$ cat src/rtl/vga_sprite_ctrl_if.sv
// Signal bundle between the sync generator / pixel ROM and the sprite renderer.
// The slave side is the renderer; the master side drives counters and ROM data.
interface vga_sprite_ctrl_if;
  logic [10:0] c1;
  logic [10:0] c2;
  logic        move_en;
  logic [10:0] rom_addr;
  logic [7:0]  rom_data;
  logic [2:0]  rgb;
  logic        frame_tick;

  modport slave (
    input  c1,
    input  c2,
    input  move_en,
    input  rom_data,
    output rom_addr,
    output rgb,
    output frame_tick
  );

  modport master (
    output c1,
    output c2,
    output move_en,
    output rom_data,
    input  rom_addr,
    input  rgb,
    input  frame_tick
  );
endinterface

$ cat src/rtl/vga_sprite_ctrl.sv
// Bouncing, animated 8x16 monochrome sprite renderer with a fixed 2-clock pixel latency.
// Position and animation state update once per frame, inside vertical blank.
module vga_sprite_ctrl #(
  parameter int unsigned H_ACT_START = 216,
  parameter int unsigned V_ACT_START = 27,
  parameter int unsigned H_ACT       = 800,
  parameter int unsigned V_ACT       = 600,
  parameter int unsigned SPR_W       = 8,
  parameter int unsigned SPR_H       = 16,
  parameter int unsigned NUM_FRAMES  = 4,
  parameter int unsigned ANIM_DIV    = 8,
  parameter int unsigned X0          = 0,
  parameter int unsigned Y0          = 0,
  parameter logic [2:0]  FG_COLOR    = 3'b111,
  parameter logic [2:0]  BG_COLOR    = 3'b001
) (
  input logic               clk,
  input logic               rst_n,
  vga_sprite_ctrl_if.slave  bus
);

  localparam logic [10:0] HStart    = 11'(H_ACT_START);
  localparam logic [10:0] HEnd      = 11'(H_ACT_START + H_ACT);
  localparam logic [10:0] VStart    = 11'(V_ACT_START);
  localparam logic [10:0] VEnd      = 11'(V_ACT_START + V_ACT);
  localparam logic [10:0] SprW      = 11'(SPR_W);
  localparam logic [10:0] SprH      = 11'(SPR_H);
  localparam logic [10:0] XMax      = 11'(H_ACT - SPR_W);
  localparam logic [10:0] YMax      = 11'(V_ACT - SPR_H);
  localparam logic [6:0]  FrameLast = 7'(NUM_FRAMES - 1);
  localparam logic [7:0]  AnimLast  = 8'(ANIM_DIV - 1);

  // Sprite state; dx/dy are direction flags, 1 = +1, 0 = -1.
  logic [10:0] x_q, x_d, y_q, y_d;
  logic        dx_q, dx_d, dy_q, dy_d;
  logic [6:0]  frame_idx_q, frame_idx_d;
  logic [7:0]  anim_cnt_q, anim_cnt_d;

  // Pixel pipeline
  logic [10:0] rom_addr_q;
  logic        act1_q, hit1_q, act2_q, hit2_q;
  logic [2:0]  col1_q, col2_q;
  logic        tick_q;

  // Stage 0
  logic [10:0] px, py;
  logic        act, hit, tick_cond;
  logic [3:0]  row;
  logic [2:0]  col;

  assign px  = bus.c1 - HStart;
  assign py  = bus.c2 - VStart;
  assign act = (bus.c1 >= HStart) && (bus.c1 < HEnd) && (bus.c2 >= VStart) && (bus.c2 < VEnd);
  assign hit = act && (px >= x_q) && (px < x_q + SprW) && (py >= y_q) && (py < y_q + SprH);

  // Only the low bits of the offsets matter, so subtract the low bits directly.
  assign row = py[3:0] - y_q[3:0];
  assign col = px[2:0] - x_q[2:0];

  assign tick_cond = (bus.c1 == 11'd0) && (bus.c2 == VEnd);

  always_ff @(posedge clk or negedge rst_n) begin
    if (!rst_n) begin
      rom_addr_q <= '0;
      act1_q     <= 1'b0;
      hit1_q     <= 1'b0;
      col1_q     <= '0;
      act2_q     <= 1'b0;
      hit2_q     <= 1'b0;
      col2_q     <= '0;
      tick_q     <= 1'b0;
    end else begin
      if (hit) begin
        rom_addr_q <= {frame_idx_q, row};
      end
      act1_q <= act;
      hit1_q <= hit;
      col1_q <= col;
      act2_q <= act1_q;
      hit2_q <= hit1_q;
      col2_q <= col1_q;
      tick_q <= tick_cond;
    end
  end

  // Motion and animation advance on the same edge that raises frame_tick.
  always_comb begin
    x_d         = x_q;
    y_d         = y_q;
    dx_d        = dx_q;
    dy_d        = dy_q;
    frame_idx_d = frame_idx_q;
    anim_cnt_d  = anim_cnt_q;
    if (tick_cond && bus.move_en) begin
      if (dx_q) begin
        if (x_q == XMax) begin
          dx_d = 1'b0;
          x_d  = x_q - 11'd1;
        end else begin
          x_d  = x_q + 11'd1;
        end
      end else begin
        if (x_q == 11'd0) begin
          dx_d = 1'b1;
          x_d  = x_q + 11'd1;
        end else begin
          x_d  = x_q - 11'd1;
        end
      end

      if (dy_q) begin
        if (y_q == YMax) begin
          dy_d = 1'b0;
          y_d  = y_q - 11'd1;
        end else begin
          y_d  = y_q + 11'd1;
        end
      end else begin
        if (y_q == 11'd0) begin
          dy_d = 1'b1;
          y_d  = y_q + 11'd1;
        end else begin
          y_d  = y_q - 11'd1;
        end
      end

      if (anim_cnt_q == AnimLast) begin
        anim_cnt_d  = '0;
        frame_idx_d = (frame_idx_q == FrameLast) ? 7'd0 : frame_idx_q + 7'd1;
      end else begin
        anim_cnt_d  = anim_cnt_q + 8'd1;
      end
    end
  end

  always_ff @(posedge clk or negedge rst_n) begin
    if (!rst_n) begin
      x_q         <= 11'(X0);
      y_q         <= 11'(Y0);
      dx_q        <= 1'b1;
      dy_q        <= 1'b1;
      frame_idx_q <= '0;
      anim_cnt_q  <= '0;
    end else begin
      x_q         <= x_d;
      y_q         <= y_d;
      dx_q        <= dx_d;
      dy_q        <= dy_d;
      frame_idx_q <= frame_idx_d;
      anim_cnt_q  <= anim_cnt_d;
    end
  end

  // act2 clears asynchronously, so reset blanks the output at once.
  always_comb begin
    bus.rgb = BG_COLOR;
    if (!act2_q) begin
      bus.rgb = 3'b000;
    end else if (hit2_q && bus.rom_data[3'd7 - col2_q]) begin
      bus.rgb = FG_COLOR;
    end
  end

  assign bus.rom_addr   = rom_addr_q;
  assign bus.frame_tick = tick_q;

endmodule

$ cat src/flat_wrapper.sv
// flat-port wrapper written by rule: the top's interface ports become plain ports
module vga_sprite_ctrl_flat 
#(
  parameter int unsigned H_ACT_START = 216,
  parameter int unsigned V_ACT_START = 27,
  parameter int unsigned H_ACT       = 800,
  parameter int unsigned V_ACT       = 600,
  parameter int unsigned SPR_W       = 8,
  parameter int unsigned SPR_H       = 16,
  parameter int unsigned NUM_FRAMES  = 4,
  parameter int unsigned ANIM_DIV    = 8,
  parameter int unsigned X0          = 0,
  parameter int unsigned Y0          = 0,
  parameter logic [2:0]  FG_COLOR    = 3'b111,
  parameter logic [2:0]  BG_COLOR    = 3'b001
)
  (clk, rst_n, bus_c1, bus_c2, bus_move_en, bus_rom_data, bus_rom_addr, bus_rgb, bus_frame_tick);
  vga_sprite_ctrl_if bus_i ();
  input logic clk;
  input logic rst_n;
  input wire logic [$bits(bus_i.c1)-1:0] bus_c1;
  input wire logic [$bits(bus_i.c2)-1:0] bus_c2;
  input wire logic [$bits(bus_i.move_en)-1:0] bus_move_en;
  input wire logic [$bits(bus_i.rom_data)-1:0] bus_rom_data;
  output wire logic [$bits(bus_i.rom_addr)-1:0] bus_rom_addr;
  output wire logic [$bits(bus_i.rgb)-1:0] bus_rgb;
  output wire logic [$bits(bus_i.frame_tick)-1:0] bus_frame_tick;
  assign bus_i.c1 = bus_c1;
  assign bus_i.c2 = bus_c2;
  assign bus_i.move_en = bus_move_en;
  assign bus_i.rom_data = bus_rom_data;
  assign bus_rom_addr = bus_i.rom_addr;
  assign bus_rgb = bus_i.rgb;
  assign bus_frame_tick = bus_i.frame_tick;
  vga_sprite_ctrl #(.H_ACT_START(H_ACT_START), .V_ACT_START(V_ACT_START), .H_ACT(H_ACT), .V_ACT(V_ACT), .SPR_W(SPR_W), .SPR_H(SPR_H), .NUM_FRAMES(NUM_FRAMES), .ANIM_DIV(ANIM_DIV), .X0(X0), .Y0(Y0), .FG_COLOR(FG_COLOR), .BG_COLOR(BG_COLOR)) u_core (.clk(clk), .rst_n(rst_n), .bus(bus_i));
endmodule
$ cat config.mk
export PLATFORM = sky130hd
export DESIGN_NAME = vga_sprite_ctrl_flat
export DESIGN_NICKNAME = d
export VERILOG_FILES = /design/src/rtl/vga_sprite_ctrl_if.sv /design/src/rtl/vga_sprite_ctrl.sv /design/src/flat_wrapper.sv
export SDC_FILE = /design/constraint.sdc
export NUM_CORES = 1
export LEC_CHECK = 0
export CAP_MARGIN = 20
export CORE_MARGIN = 10
export CORE_UTILIZATION = 35
export DETAILED_ROUTE_END_ITERATION = 8
export SLEW_MARGIN = 10
export SYNTH_ARGS = -nofsm -noshare
export SYNTH_HDL_FRONTEND = slang
export SYNTH_SLANG_ARGS = --single-unit
$ cat constraint.sdc
create_clock -name clk -period 2.8 [get_ports clk]
set_input_delay 0.28 -clock clk [delete_from_list [all_inputs] [get_ports clk]]
set_output_delay 0.28 -clock clk [all_outputs]
set_load 0.005 [all_outputs]
* Yosys cells after proc, flatten, opt, wreduce, memory -nomap -nowiden *
Cells that the tools add are included.

cells by class
  shift-type cells = 0
  order comparisons = 9
  bitwise logic cells = 0
  reductions and logical operators = 14
  mux-type cells = 18
  multipliers = 0
  div/mod/pow operators = 0
  eq/ne operators = 5
  $add $sub $neg = 13

operators by type and width
  cell                     number
  $mux W11                 6
  $eq A11 B10 Y1 const B   3
  $logic_not A11 Y1        3
  $add A11 B1 Y11 const B  2
  $ge A11 B11 Y1           2
  $lt A11 B10 Y1 const B   2
  $lt A11 B11 Y1           2
  $sub A11 B1 Y11 const B  2
  $add A11 B4 Y11 const B  1
  $add A11 B5 Y11 const B  1
  $ge A11 B5 Y1 const B    1
  $ge A11 B8 Y1 const B    1
  $sub A11 B5 Y11 const B  1
  $sub A11 B8 Y11 const B  1
  $logic_and A1 B1 Y1      10
  $add A8 B1 Y8 const B    1
  $eq A8 B3 Y1 const B     1
  $mux W8                  1
  $add A7 B1 Y7 const B    1
  $eq A7 B2 Y1 const B     1
  $mux W1                  7
  $mux W7                  1
  $mux W3                  2
  $lt A3 B4 Y1 const B     1
  other kinds (5)          5

word-level totals
  ROM bits = 0
  input port bits = 33
  output and inout bits = 15
  latch bits = 0
  RAM bits = 0
  flip-flop bits (word level) = 61
  memories kept = 0

* Depth between registers and ports, before layout *
  word-level depth = 8
  depth in mapped cells = 13
  gate-level depth less buffers = 12

* Worst setup path before layout *
Ideal clock, no wire load.

  path type = input to register
  from = input bus_c2[0]
  to = register u_core.rom_addr_q[10], in the netlist u_core.bus.rom_addr[10]
  arrival time = 2820 ps
  cell stages on the path = 13
  setup slack = -145 ps
  data required time = 2675 ps
  cell sequence = ha_1 nor2_1 nor2_1 nor4_1 xor2_1 ha_1 nand4_1 or3_1 a211o_1 a22oi_2 nand4_2 buf_6 mux2_4

between the ends
  longest elaborated chain between the ends = 7
  elaborated cells between the ends (all ways) = 11
  classes of those cells = add/sub (1); order compare (4); reduce/logical (6)

RTL lines
  element                                                                  line                   RTL
  from (decl)                                                              flat_wrapper.sv:22     input wire logic [$bits(bus_i.c2)-1:0] bus_c2;
  parallel branches: the longest is 6 deep, another holds $sub A11 B5 Y11  n/a
  $logic_and A1 B1 Y1 *                                                    vga_sprite_ctrl.sv:54  assign hit = act && (px >= x_q) && (px < x_q + SprW) && (py >= y_q) && (py < y_q + SprH);
  to (signal assigned)                                                     vga_sprite_ctrl.sv:74  rom_addr_q <= {frame_idx_q, row};
  to (decl)                                                                vga_sprite_ctrl.sv:40  logic [10:0] rom_addr_q;

Every way passes the cells marked *.
A chain may end at the register's enable or synchronous reset.

* Final worst setup path *
  from = input bus_c2[6]
  to = register u_core.rom_addr_q[10], in the netlist u_core.bus.rom_addr[10]

between the ends
  longest elaborated chain between the ends = 7
  elaborated cells between the ends (all ways) = 11
  classes of those cells = add/sub (1); order compare (4); reduce/logical (6)

RTL lines
  element                              line                   RTL
  $ge A11 B5 Y1                        vga_sprite_ctrl.sv:53  assign act = (bus.c1 >= HStart) && (bus.c1 < HEnd) && (bus.c2 >= VStart) && (bus.c2 < VEnd);
  $logic_and A1 B1 Y1                  vga_sprite_ctrl.sv:53
  $logic_and A1 B1 Y1 *                vga_sprite_ctrl.sv:53
  via u_core.act                       vga_sprite_ctrl.sv:47  logic act, hit, tick_cond;
  $logic_and A1 B1 Y1 * (4 in series)  vga_sprite_ctrl.sv:54

The timed path passes the listed nets; every way through them passes the cells marked *.

==> out/results.tsv <==
metric	value	unit
status	complete, no violations	
dpl_cell_area	5870	um2
finalClockSkew	8.74	ps
clk_pin_slew_worst_paths	60	ps
gp_congestion	0.906	
hold_viol	0	
track_usage	13.6	%
core	13100	um2
synth_edf_count	0	
dp_hpwl	9.23	mm
ys_top_cells_by_count	dfrtp_1, xnor2_1, ha_1, inv_1, nor2_1	
rows	42	
critPathKind	in -> reg	
grt_max_degree	62	
drc	0	
p_leak	2.90	nW
synth-warning-count	0	
cts.sinks	61	
peakVddDrop	0.295	mV
grt_pass1_vias	4314	
first_pass_iters	4	
portBuffers	47	
rsz0062_at_grt	true	
ys.flop_type	dfrtp_1	
yosysSeqAreaShare	32.9	%
slew_violations	0	
fin_crit	2760	ps
die_h	135	um
final.period_utilization	98.5	%
syn_area	4650	um2
critPathLaunchType	input port	
synthArstFlopShare	100	%
max_slew_margin	47.9	%
drive_gt1_share	27.3	%
die_area	18300	um2
die_w	135	um
synth_fp_nets	574	
critPathMaxFanout	5	
cts_tree	done	
tightestPinTransition	781	ps
nets	712	
vias_per_cell	5.02	
grt_first_pass_wirelength	20.6	mm
place_inst	774	
synth.ff_latch_count	61	
top_layer	met4	
critPathArrivalTime	2970	ps
diodes	0	
powerDensity	379	nW/um2
setup_viol	0	
wire_per_inst	14.9	um
cts-root-buf	clkbuf_16	
post-route-cell-area	6500	um2
yosys.cell_count.top_type	dfrtp_1	
ios	48	
cts_htree_levels	3	
synthDominantCellAreaShare	31.7	%
hp-class	in -> async	
routed_wl	12.0	mm
drt_iter0_markers	218	
yosysUniqueCellTypes	62	
antenna_left	0	
max_freq	0.363	GHz
stdcell_count	809	
worstSetupEndpointType	flip-flop	
antenna_found_initial	0	
syn-instance-count	490	
num_vias	4063	
met1Wirelength	5.61	mm
start_util	35.4	%
synth_largest_area_cell	dfrtp_1	
drv_cap	0	
synthToLayoutAreaGrowth	39.8	%
wl_met3	488	um
avgSynthCellArea	9.49	um2
clk_latency	330	ps
clockBufferDepth	2	
hold_buffers	0	
synth_area_leaders	dfrtp_1, ha_1, xnor2_1	
met2_length	5.78	mm
cts_inserted_buffers	9	
overflow	0	
required	3010	ps
## critical path: stages
cell and delay [ps]:
buf_8 100, nor4_4 340, nand2b_4 100, buf_4 140
buf_4 120, buf_4 120, buf_4 130, buf_4 120
buf_4 120, buf_4 120, buf_4 120, buf_4 120
buf_4 120, nor3_2 250, nor4_4 90, nand4_4 120
clkbuf_16 170, mux2_4 290
## area by class of cell
type	count	area, um2
Clock buffer	9	225
Clock inverter	7	73.8
Fill cell	1242	6640
Inverter	35	131
Multi-Input combinational cell	378	3090
Sequential cell	61	1530
Tap cell	176	220
Timing Repair Buffer	143	1230
## through the flow
stage | utilization, % | hold slack, ps | worst slack, ps | TNS [ps] | power (mW)
after global routing | 49.5 | 199 | -78.5 | -547 | 2.58
after floorplan | - | -15.6 | 30.1 | 0 | 1.11
after CTS | 48.4 | 157 | -18.1 | -89.0 | 2.47
final | 49.5 | 109 | 42.3 | 0 | 2.47
after global placement | 44.7 | 333 | -643 | -7300 | 1.32
after detailed placement | 44.7 | 336 | -727 | -8180 | 1.33
## logic make-up (layout without fill, tap and decap cells)
logic type / count (synthesis) / count (layout) / synth area share (%)
AND/OR/NAND/NOR: 172 / 172 / 20.6
AO/OA/AOI/OAI: 79 / 79 / 11.1
flip-flops: 61 / 61 / 32.9
XOR/XNOR: 56 / 56 / 10.5
adder cells (fa/ha/maj): 51 / 51 / 14.0
buffers and inverters: 51 / 194 / 5.00
multiplexers: 20 / 20 / 5.86
## power breakdown
part           internal, mW  switching (mW)  leakage, nW  total [mW]
Sequential            0.902          0.0122        0.781       0.915
Combinational         0.243           0.194         1.97       0.437
Clock                 0.691           0.423        0.146        1.11
Total                  1.84           0.630         2.90        2.47
## cells in the final DEF (no fill, tap or decap), types with 3 or more instances in the layout
master / count
nor3_2: 3
xnor2_1: 47
nand2b_1: 4
and2_1: 3
nor4b_1: 4
o21ai_0: 21
xor2_1: 5
nand4_1: 17
buf_4: 92
and3_1: 6
buf_2: 4
mux2_4: 9
and4_1: 5
nor4_4: 3
buf_6: 3
nor2_4: 4
nor4_1: 6
ha_1: 46
nand2_1: 28
a211o_1: 4
a21o_1: 7
a21oi_2: 3
inv_1: 35
clkbuf_16: 10
nor2_1: 29
nand3_1: 20
o21ai_1: 6
clkdlybuf4s50_1: 36
nor3_1: 19
a21oi_1: 15
xnor2_2: 3
dfrtp_1: 58
mux2i_1: 7
## timing repair
| action | 4_1_cts | 5_1_grt |
|---|---|---|
| buffers inserted | 16 | 2 |
| cloned | 1 | 0 |
| gates resized for setup | 52 | 31 |
| setup endpoints to repair | 12 | 12 |
| pin swaps | 22 | 20 |
## state kept, by name, summed over array words and instances (netlist names)
register and flops:
u_core.act1_q 1, u_core.act2_q 1, u_core.anim_cnt_q 8, u_core.bus.frame_tick 1
u_core.bus.rom_addr 11, u_core.col1_q 3, u_core.col2_q 3, u_core.dx_q 1
u_core.dy_q 1, u_core.frame_idx_q 7, u_core.hit1_q 1, u_core.hit2_q 1
u_core.x_q 11, u_core.y_q 11
## path summary, 6_finish.rpt
check                                      startpoint                                  end  slack (ps)  depth (start not counted)
hold reg to reg            u_core.col1_q[0]$_DFF_PN0_           u_core.col2_q[0]$_DFF_PN0_         350                          0
hold / removal                                  rst_n   u_core.bus.rom_addr[7]$_DFFE_PN0P_         110                          2
max in group asynchronous                       rst_n            u_core.x_q[4]$_DFFE_PN0P_        2120                          2
setup / recovery                            bus_c2[6]  u_core.bus.rom_addr[10]$_DFFE_PN0P_          40                         18
setup reg to reg            u_core.y_q[4]$_DFFE_PN0P_  u_core.bus.rom_addr[10]$_DFFE_PN0P_          80                         10
min in group clk           u_core.col1_q[0]$_DFF_PN0_           u_core.col2_q[0]$_DFF_PN0_         350                          0
## layer usage
| metal | up-vias | GRT usage (%) |
|---|---|---|
| met3 | 8 | 2.78 |
| met2 | 77 | 21.8 |
| met5 | - | 0 |
| met4 | 0 | 4.01 |
| li1 | 2064 | - |
| met1 | 1914 | 18.1 |
Power figures use the tool's default switching activity.
